===== src/rtl/sum_toggle_monitor_pkg.sv =====
// rtl/sum_toggle_monitor_pkg.sv - shared state encoding and width helpers for the sum toggle monitor
package sum_toggle_monitor_pkg;

  typedef enum logic [1:0] {
    IDLE   = 2'd0,
    ACCUM  = 2'd1,
    REPORT = 2'd2
  } state_e;

  // Worst case is every bit flipping on every transition after the first sample.
  function automatic int tog_width(input int data_w, input int window);
    return $clog2(data_w * (window - 1) + 1);
  endfunction

  function automatic int smp_width(input int window);
    return $clog2(window + 1);
  endfunction

endpackage


===== src/rtl/sum_toggle_monitor_if.sv =====
// rtl/sum_toggle_monitor_if.sv - sample input, report output and control bundle of the toggle monitor
interface sum_toggle_monitor_if #(
  parameter int DATA_W = 5,
  parameter int WINDOW = 16
);
  import sum_toggle_monitor_pkg::*;

  localparam int TOG_W = tog_width(DATA_W, WINDOW);

  logic              start;
  logic              in_valid;
  logic [DATA_W-1:0] in_data;
  logic              out_valid;
  logic              out_ready;
  logic [TOG_W-1:0]  out_toggles;
  logic              out_dropped;
  logic              busy;

  modport master (
    output start, in_valid, in_data, out_ready,
    input  out_valid, out_toggles, out_dropped, busy
  );

  modport slave (
    input  start, in_valid, in_data, out_ready,
    output out_valid, out_toggles, out_dropped, busy
  );

endinterface


===== src/rtl/sum_toggle_monitor_popcount.sv =====
// rtl/sum_toggle_monitor_popcount.sv - combinational set-bit count of a W-bit vector
module sum_toggle_monitor_popcount #(
  parameter int W = 5
) (
  input  logic [W-1:0]             in_bits,
  output logic [$clog2(W+1)-1:0]   count
);

  localparam int CW = $clog2(W + 1);

  always_comb begin
    count = '0;
    for (int i = 0; i < W; i++) begin
      count = count + CW'(in_bits[i]);
    end
  end

endmodule


===== src/rtl/sum_toggle_monitor.sv =====
// rtl/sum_toggle_monitor.sv - counts bit toggles on a monitored bus over a fixed sample window
// and hands the total out on a valid/ready report port.
module sum_toggle_monitor
  import sum_toggle_monitor_pkg::*;
#(
  parameter int DATA_W = 5,
  parameter int WINDOW = 16
) (
  input logic                 clk,
  input logic                 rst_n,
  sum_toggle_monitor_if.slave mon
);

  localparam int TOG_W = tog_width(DATA_W, WINDOW);
  localparam int SMP_W = smp_width(WINDOW);
  localparam int PC_W  = $clog2(DATA_W + 1);

  state_e            state_q, state_d;
  logic              out_valid_q, out_valid_d;
  logic              dropped_q, dropped_d;
  logic [DATA_W-1:0] prev_q, prev_d;
  logic [TOG_W-1:0]  tog_acc_q, tog_acc_d;
  logic [SMP_W-1:0]  smp_cnt_q, smp_cnt_d;
  logic [SMP_W-1:0]  smp_inc;
  logic [PC_W-1:0]   pop;

  sum_toggle_monitor_popcount #(.W(DATA_W)) u_popcount (
    .in_bits (mon.in_data ^ prev_q),
    .count   (pop)
  );

  assign smp_inc = smp_cnt_q + SMP_W'(1);

  always_comb begin
    state_d     = state_q;
    out_valid_d = out_valid_q;
    dropped_d   = dropped_q;
    prev_d      = prev_q;
    tog_acc_d   = tog_acc_q;
    smp_cnt_d   = smp_cnt_q;
    case (state_q)
      IDLE: begin
        if (mon.start) begin
          tog_acc_d = '0;
          smp_cnt_d = '0;
          dropped_d = 1'b0;
          state_d   = ACCUM;
        end
      end
      ACCUM: begin
        if (mon.in_valid) begin
          // The first sample only seeds prev; there is nothing to compare it with.
          prev_d = mon.in_data;
          if (smp_cnt_q != '0) begin
            tog_acc_d = tog_acc_q + TOG_W'(pop);
          end
          smp_cnt_d = smp_inc;
          if (smp_inc == SMP_W'(WINDOW)) begin
            state_d     = REPORT;
            out_valid_d = 1'b1;
          end
        end
      end
      REPORT: begin
        if (mon.in_valid) begin
          dropped_d = 1'b1;
        end
        if (mon.out_ready) begin
          state_d     = IDLE;
          out_valid_d = 1'b0;
        end
      end
      default: begin
        state_d     = IDLE;
        out_valid_d = 1'b0;
      end
    endcase
  end

  always_ff @(posedge clk or negedge rst_n) begin
    if (!rst_n) begin
      state_q     <= IDLE;
      out_valid_q <= 1'b0;
    end else begin
      state_q     <= state_d;
      out_valid_q <= out_valid_d;
    end
  end

  always_ff @(posedge clk or negedge rst_n) begin
    if (!rst_n) begin
      dropped_q <= 1'b0;
      prev_q    <= '0;
      tog_acc_q <= '0;
      smp_cnt_q <= '0;
    end else begin
      dropped_q <= dropped_d;
      prev_q    <= prev_d;
      tog_acc_q <= tog_acc_d;
      smp_cnt_q <= smp_cnt_d;
    end
  end

  assign mon.out_valid   = out_valid_q;
  assign mon.out_toggles = tog_acc_q;
  assign mon.out_dropped = dropped_q;
  assign mon.busy        = (state_q != IDLE);

endmodule

===== src/flat_wrapper.sv =====
// flat-port wrapper written by rule: the top's interface ports become plain ports
module sum_toggle_monitor_flat import sum_toggle_monitor_pkg::*;
#(
  parameter int DATA_W = 5,
  parameter int WINDOW = 16
)
  (clk, rst_n, mon_start, mon_in_valid, mon_in_data, mon_out_ready, mon_out_valid, mon_out_toggles, mon_out_dropped, mon_busy);
  sum_toggle_monitor_if #(.DATA_W(DATA_W), .WINDOW(WINDOW)) mon_i ();
  input logic clk;
  input logic rst_n;
  input wire logic [$bits(mon_i.start)-1:0] mon_start;
  input wire logic [$bits(mon_i.in_valid)-1:0] mon_in_valid;
  input wire logic [$bits(mon_i.in_data)-1:0] mon_in_data;
  input wire logic [$bits(mon_i.out_ready)-1:0] mon_out_ready;
  output wire logic [$bits(mon_i.out_valid)-1:0] mon_out_valid;
  output wire logic [$bits(mon_i.out_toggles)-1:0] mon_out_toggles;
  output wire logic [$bits(mon_i.out_dropped)-1:0] mon_out_dropped;
  output wire logic [$bits(mon_i.busy)-1:0] mon_busy;
  assign mon_i.start = mon_start;
  assign mon_i.in_valid = mon_in_valid;
  assign mon_i.in_data = mon_in_data;
  assign mon_i.out_ready = mon_out_ready;
  assign mon_out_valid = mon_i.out_valid;
  assign mon_out_toggles = mon_i.out_toggles;
  assign mon_out_dropped = mon_i.out_dropped;
  assign mon_busy = mon_i.busy;
  sum_toggle_monitor #(.DATA_W(DATA_W), .WINDOW(WINDOW)) u_core (.clk(clk), .rst_n(rst_n), .mon(mon_i));
endmodule

===== config.mk =====
export PLATFORM = sky130hd
export DESIGN_NAME = sum_toggle_monitor_flat
export DESIGN_NICKNAME = d
export VERILOG_FILES = /design/src/rtl/sum_toggle_monitor_pkg.sv /design/src/rtl/sum_toggle_monitor_if.sv /design/src/rtl/sum_toggle_monitor_popcount.sv /design/src/rtl/sum_toggle_monitor.sv /design/src/flat_wrapper.sv
export SDC_FILE = /design/constraint.sdc
export NUM_CORES = 1
export LEC_CHECK = 0
export ABC_CLOCK_PERIOD_IN_PS = 3400
export BUFFER_PORTS_ARGS = -buffer_cell sky130_fd_sc_hd__buf_4
export CORE_MARGIN = 2
export CORE_UTILIZATION = 45
export DETAILED_ROUTE_END_ITERATION = 10
export MAX_ROUTING_LAYER = met4
export PLACE_DENSITY = 0.72
export SLEW_MARGIN = 20
export SYNTH_ARGS = -nofsm -noshare
export SYNTH_HDL_FRONTEND = slang
export SYNTH_SLANG_ARGS = --single-unit

===== constraint.sdc =====
create_clock -name clk -period 3.4 [get_ports clk]
set_input_delay 0.17 -clock clk [delete_from_list [all_inputs] [get_ports clk]]
set_output_delay 0.17 -clock clk [all_outputs]
set_load 0.01 [all_outputs]

==> results.cfg, run 1 <==
[status]
run_status = finished, final reports clean

[logic_synthesis]
synth.yosys.warnings = 0
synth_edf_count = 0
synth_area_per_cell_um2 = 9.925
synth_seq_area_share_pct = 44.49
synth-seq-cells = 21
post_synth_num_cell_types = 27
synth_ff_type = dfrtp_1
postSynthCellCount = 119
syn-num-nets = 138
synthArstFlopShare_pct = 100.0
syn_area_um2 = 1181

[clock_network]
clkSlewWorstSetupHoldPaths_ns = 0.11
cts_resized = 0
clock_latency_ns = 0.30
cts_hold_buf = 1
postCtsSetupBuffers = 0
htree_num_levels = 1
tritoncts_num_sinks = 21
clock_tree_from_tritoncts = built
cts.path.max_buffers = 2
cts_made_buffers = 3
cts_root_buf = clkbuf_4

[pwr]
share_of_power_burned_in_the_clock_network_pct = 11.6
power.share.switching_pct = 40.01
p_int_uw = 619.0
share_seq_of_total_power_pct = 40.1
max-vdd-ir-drop_uv = 457.8
p_sw_uw = 412.8
p_leak_uw = 0.0006705
fin_total_pwr_uw = 1032
power_per_cell_area_nw_per_um2 = 744.2
comb_power_share_pct = 48.3

[cells_and_area]
drive_above_1_share_pct = 21.43
antennaDiodeCount = 0
design.final.nets = 160
area.growth.synth_to_final_pct = 17.37

[critical_path]
critPathMaxFanout = 2
timing.critical_path.from_type = flop
end_kind = flop
timing.critical_path.max_delay_family = adder cells
worst_path_largest_cell_delay_ns = 0.54
path_cells = xor2_1 > fa_1 > inv_1 > fa_1 > inv_1 > ha_1 > fa_1 > a21o_1 > nand2_1 > o21ai_0 > a21oi_1
cpMaxStageDelayCell = fa_1
cp_common_cell = fa_1
worstSetupPathType = flop to flop
cp.required_ns = 3.63
crit_arrival_ns = 3.15
crit_buf_inv = 2

[floorplan]
core_footprint_um2 = 2477
floorplan.io_pins = 20
row_count = 18
die_h_um = 55.23
dieArea_um2 = 3050
initial_utilization_pct = 47.68
die_width_um = 55.23

[sta]
timing.setup.tns_ns = 0
final_min_period_over_clock_period_pct = 85.64
final-setup-viol-count = 0
period_minus_slack_ns = 2.912
maxSlewViolCount = 0
grt_setup_unrepaired = false
slew_headroom_pct = 73.26
max_clock_freq_mhz = 343.4
max_slew.worst_pin.slew_ns = 0.3997
hold_violations = 0
skew_ns = 0.002082

[global_route]
wire_length_of_the_first_global_routing_pass_um = 3898
vias_in_the_first_global_route = 931
track_usage_pct = 16.08
grt_max_degree = 22
grt_antenna_before_repair = 0
globalRouteOverflowTotal = 0

[placement]
port_buffers = 19
gp_routability_congestion = 0.7801
dp_hpwl_um = 1645

[hold_path]
hold_crit_path_type = input pin to flop

[route]
detail_route.drc_violations = 0
drt-initial-drc-count = 13
dr_total_vias = 918
drt.antenna.violating_nets = 0
drt_pre_antenna_iters = 4
routed_wirelength_um = 2085
post_drt_via_cell_ratio = 5.400
post_drt_wl_per_cell_um = 12.26

[run]
maxCapViolations = 0
-- cell type report --
| type | count | area, µm² |
|---|---|---|
| clock buffers | 4 | 26.28 |
| fillers | 253 | 1091 |
| inverters | 9 | 33.78 |
| multi-input cells | 86 | 610.6 |
| flip-flops and latches | 21 | 525.5 |
| well taps | 30 | 37.54 |
| repair buffers | 20 | 152.6 |
-- sequential cells by signal (all words and copies together), names as in the netlist --
name / flops
u_core.mon.out_toggles: 7
u_core.prev_q: 5
u_core.smp_cnt_q: 5
u_core.state_q: 2
u_core.mon.out_dropped: 1
u_core.mon.out_valid: 1
-- power by group through the flow --
stage | logic (µW) | registers, µW | clock network, µW
3_5_place_dp | 505 | 417 | 0
4_1_cts | 511 | 412 | 128
2_1_floorplan | 331 | 419 | 0
6_report | 498 | 414 | 120
5_1_grt | 575 | 429 | 136
3_3_place_gp | 482 | 413 | 0
-- metrics by stage --
step	util [%]	instances	hold WS (ns)	setup WS, ns	area [µm²]
global route	55.96	170	0.09378	0.3041	1386
floorplan	-	119	-0.1256	0.6166	1181
global placement	54.49	165	0.06739	0.5725	1350
finish	55.96	170	0.1069	0.4883	1386
detailed placement	54.49	165	0.06885	0.4911	1350
CTS	55.96	170	0.09550	0.4475	1386
-- path summary, 6_finish.rpt --
path	from	end	slack, ns	cells past startpoint
hold / removal	mon_in_data[0]	u_core.prev_q[0]	0.11	2
min in group asynchronous	rst_n	u_core.mon.out_toggles[4]	0.27	2
max in group asynchronous	rst_n	u_core.smp_cnt_q[1]	2.92	2
setup reg to reg	u_core.prev_q[0]	u_core.mon.out_toggles[4]	0.49	11
hold reg to reg	u_core.mon.out_valid	u_core.mon.out_valid	0.53	1
setup / recovery	u_core.prev_q[0]	u_core.mon.out_toggles[4]	0.49	11
-- cell usage in the layout, fill, tap and decap left out, types with 5 or more instances in the layout --
master / count
buf_4: 19
o21ai_0: 11
nor2_1: 5
mux2_2: 6
dfrtp_1: 21
xor2_1: 7
nand2_1: 16
a21oi_1: 8
inv_1: 9
ha_1: 6
-- cells by family (layout without fill, tap and decap cells) --
group | count (synthesis) | in the layout | share of synthesized area (%)
xor+xnor | 8 | 8 | 5.932
compound gates | 25 | 25 | 12.18
mux | 7 | 7 | 6.567
simple gates | 37 | 37 | 15.57
buf+inv | 12 | 33 | 3.813
fa+ha+maj | 9 | 9 | 11.44
flops | 21 | 21 | 44.49
-- worst reg2reg max path, cell delays in order (launching register included) --
cell	delay [ns]
dfrtp_1	0.40
xor2_1	0.18
fa_1	0.54
inv_1	0.05
fa_1	0.49
inv_1	0.04
ha_1	0.21
fa_1	0.41
a21o_1	0.21
nand2_1	0.07
o21ai_0	0.08
a21oi_1	0.15
-- cells in the mapped netlist (2+ instances only) --
cell,number,area share [%]
dfrtp_1,21,44
nand2_1,16,5.1
o21ai_0,11,4.7
inv_1,9,2.9
a21oi_1,8,3.4
xor2_1,7,5.2
ha_1,6,6.4
mux2_2,6,5.7
nor2_1,5,1.6
clkbuf_1,3,0.95
fa_1,3,5.1
nand3_1,3,1.3
or3_1,3,1.6
a21o_1,2,1.3
nand4_1,2,1.1
nor3_1,2,0.85
or2_2,2,1.1
-- routing by layer --
| metal | vias up | track usage [%] | wire length (µm) |
|---|---|---|---|
| met4 | 0 | 6.272 | 31 |
| met3 | 4 | 2.576 | 89 |
| met2 | 22 | 26.53 | 1036 |
| met1 | 438 | 19.79 | 927 |
| li1 | 454 | - | - |
| met5 | - | - | 0 |
No activity file was read; power rests on OpenSTA's default activity.
==> inputs of run 2 (changes only) <==
ABC_AREA = 1   (was default)
PLACE_DENSITY = 0.71   (was 0.72)
==> run 2 against run 1 <==
Effect of this change:
- area after synthesis grew 13%
- via count grew 28%
- design area grew 12%
- critical endpoint unchanged
- hold slack lost 0.032 ns
- critical path depth grew 2
- count of clock-buffer cells in the layout is the same
- final cell count grew 32%
- fmax shrank 2.5%
==> results.cfg, run 2 <==
[status]
run_status = finished, final reports clean

[route]
drt.antenna.violating_nets = 0
routed_wirelength_um = 2739
drt_pre_antenna_iters = 4
post_drt_via_cell_ratio = 5.232
routed-wl-met2_um = 1449
dr_total_vias = 1172
detail_route.drc_violations = 0
drt-initial-drc-count = 49
route.met3.wl_um = 67
post_drt_wl_per_cell_um = 12.23
routed.top_layer = met4
route.layer.met1.wl_um = 1189

[global_route]
globalRouteOverflowTotal = 0
wire_length_of_the_first_global_routing_pass_um = 4726
vias_in_the_first_global_route = 1180
grt_antenna_before_repair = 0
grt_max_degree = 22
track_usage_pct = 18.42

[logic_synthesis]
netlist.top_cell.by_area = dfrtp_1
synth.yosys.warnings = 0
synthArstFlopShare_pct = 100.0
ys_top_cells_by_count = nand2_1, inv_1, dfrtp_1
syn-num-nets = 188
synth_edf_count = 0
yosys.area.top_type_share_pct = 39.22
postSynthCellCount = 169
synth_ff_type = dfrtp_1
post-synth-top-count-cell = nand2_1
synth-seq-cells = 21
post_synth_num_cell_types = 24
synth_seq_area_share_pct = 39.22
synth.top_cells.by_area = dfrtp_1, nand2_1, inv_1
synth_area_per_cell_um2 = 7.929
syn_area_um2 = 1340

[sta]
max_clock_freq_mhz = 335.0
final_min_period_over_clock_period_pct = 87.80
slew_headroom_pct = 80.78
grt_setup_unrepaired = false
timing.setup.tns_ns = 0
hold_slack_ns = 0.07513
final-setup-viol-count = 0
maxSlewViolCount = 0
period_minus_slack_ns = 2.985
hold_violations = 0
skew_ns = 0.01269
postLayoutSetupSlackWorst_ns = 0.4146
max_slew.worst_pin.slew_ns = 0.2883

[floorplan]
dieArea_um2 = 3430
floorplan.io_pins = 20
die_width_um = 58.57
row_count = 19
core_footprint_um2 = 2781
die_h_um = 58.57
initial_utilization_pct = 48.18

[cells_and_area]
fill_cells = 251
drive_above_1_share_pct = 16.06
largest_register_ff_count = 7
mostFrequentLayoutCells = nand2_1, inv_1, dfrtp_1
final_core_utilization_pct = 56.01
area.growth.synth_to_final_pct = 16.25
layout.cells.most_common = nand2_1
design.final.nets = 213
antennaDiodeCount = 0

[placement]
dp_hpwl_um = 2111
port_buffers = 19
place_worst_setup_slack_ns = 0.3967
gp_routability_congestion = 0.8290

[pwr]
max-vdd-ir-drop_uv = 516.9
power_per_cell_area_nw_per_um2 = 810.2
p_leak_uw = 0.0008669

[critical_path]
end_kind = flop
timing.critical_path.from_type = flop
path_cells = xor2_1 > fa_1 > inv_1 > fa_1 > inv_1 > ha_1 > fa_1 > nand2_1 > inv_1 > o21ai_0 > o21ai_1 > nand2_1 > nor2_1
cp.required_ns = 3.62
timing.critical_path.max_delay_family = adder cells
worstSetupPathType = flop to flop
worst_path_largest_cell_delay_ns = 0.53
crit_arrival_ns = 3.20
cpMaxStageDelayCell = fa_1
critPathMaxFanout = 3
crit_buf_inv = 3

[clock_network]
clock_tree_from_tritoncts = built
cts_made_buffers = 3
cts_root_buf = clkbuf_4
tritoncts_num_sinks = 21
cts_hold_buf = 1
clkSlewWorstSetupHoldPaths_ns = 0.13
postCtsSetupBuffers = 0
htree_num_levels = 1
clock_latency_ns = 0.31
cts_resized = 0
cts.path.max_buffers = 2

[run]
maxCapViolations = 0

[hold_path]
hold_crit_path_type = input pin to flop
run 2: cell type report:
cell class / count / area, µm² / share of cell area [%]
Timing Repair Buffer: 20 / 152.6 / 9.799
Inverter: 27 / 106.4 / 6.827
Sequential cell: 21 / 525.5 / 33.74
Clock buffer: 4 / 26.28 / 1.687
Multi-Input combinational cell: 121 / 708.2 / 45.46
Tap cell: 31 / 38.79 / 2.490
run 2: worst paths after layout:
path                                       start                        end  slack (ns)  depth (start not counted)
worst min-delay path              mon_in_data[4]           u_core.prev_q[4]        0.08                          3
max in group asynchronous                  rst_n           u_core.prev_q[4]        2.90                          2
worst max register to register  u_core.prev_q[0]  u_core.mon.out_toggles[4]        0.41                         13
worst min register to register  u_core.prev_q[3]           u_core.prev_q[3]        0.51                          2
min in group asynchronous                  rst_n  u_core.mon.out_toggles[5]        0.26                          2
worst max-delay path            u_core.prev_q[0]  u_core.mon.out_toggles[4]        0.41                         13
run 2: routing by layer:
layer,global-route usage [%],vias to the layer above
met2,34.83,19
met5,-,-
li1,-,583
met1,20.00,564
met4,5.844,0
met3,1.978,6
run 2: worst min-delay path, cell delays in order:
cell     delay, ns
buf_4         0.09
nand2_1       0.05
nand2_1       0.05
run 2: kinds of logic after synthesis:
kind of cell	count (synthesis)	share of synthesized area (%)
fa+ha+maj	9	10.08
buf+inv	27	7.937
simple gates	91	32.87
flops	21	39.22
xor+xnor	6	3.922
compound gates	15	5.976
run 2: report_power, final:
group / switching [µW] / internal, µW / total, µW
clock network: 79.8 / 45.8 / 126
logic: 418 / 291 / 709
registers: 90.7 / 337 / 427
run 2: stage by stage:
step | area (µm²) | total power, µW | instances
2_1_floorplan | 1340 | 934.3 | 169
3_3_place_gp | 1521 | 1111 | 219
3_5_place_dp | 1521 | 1147 | 219
4_1_cts | 1558 | 1275 | 224
5_1_grt | 1558 | 1409 | 224
6_report | 1558 | 1262 | 224
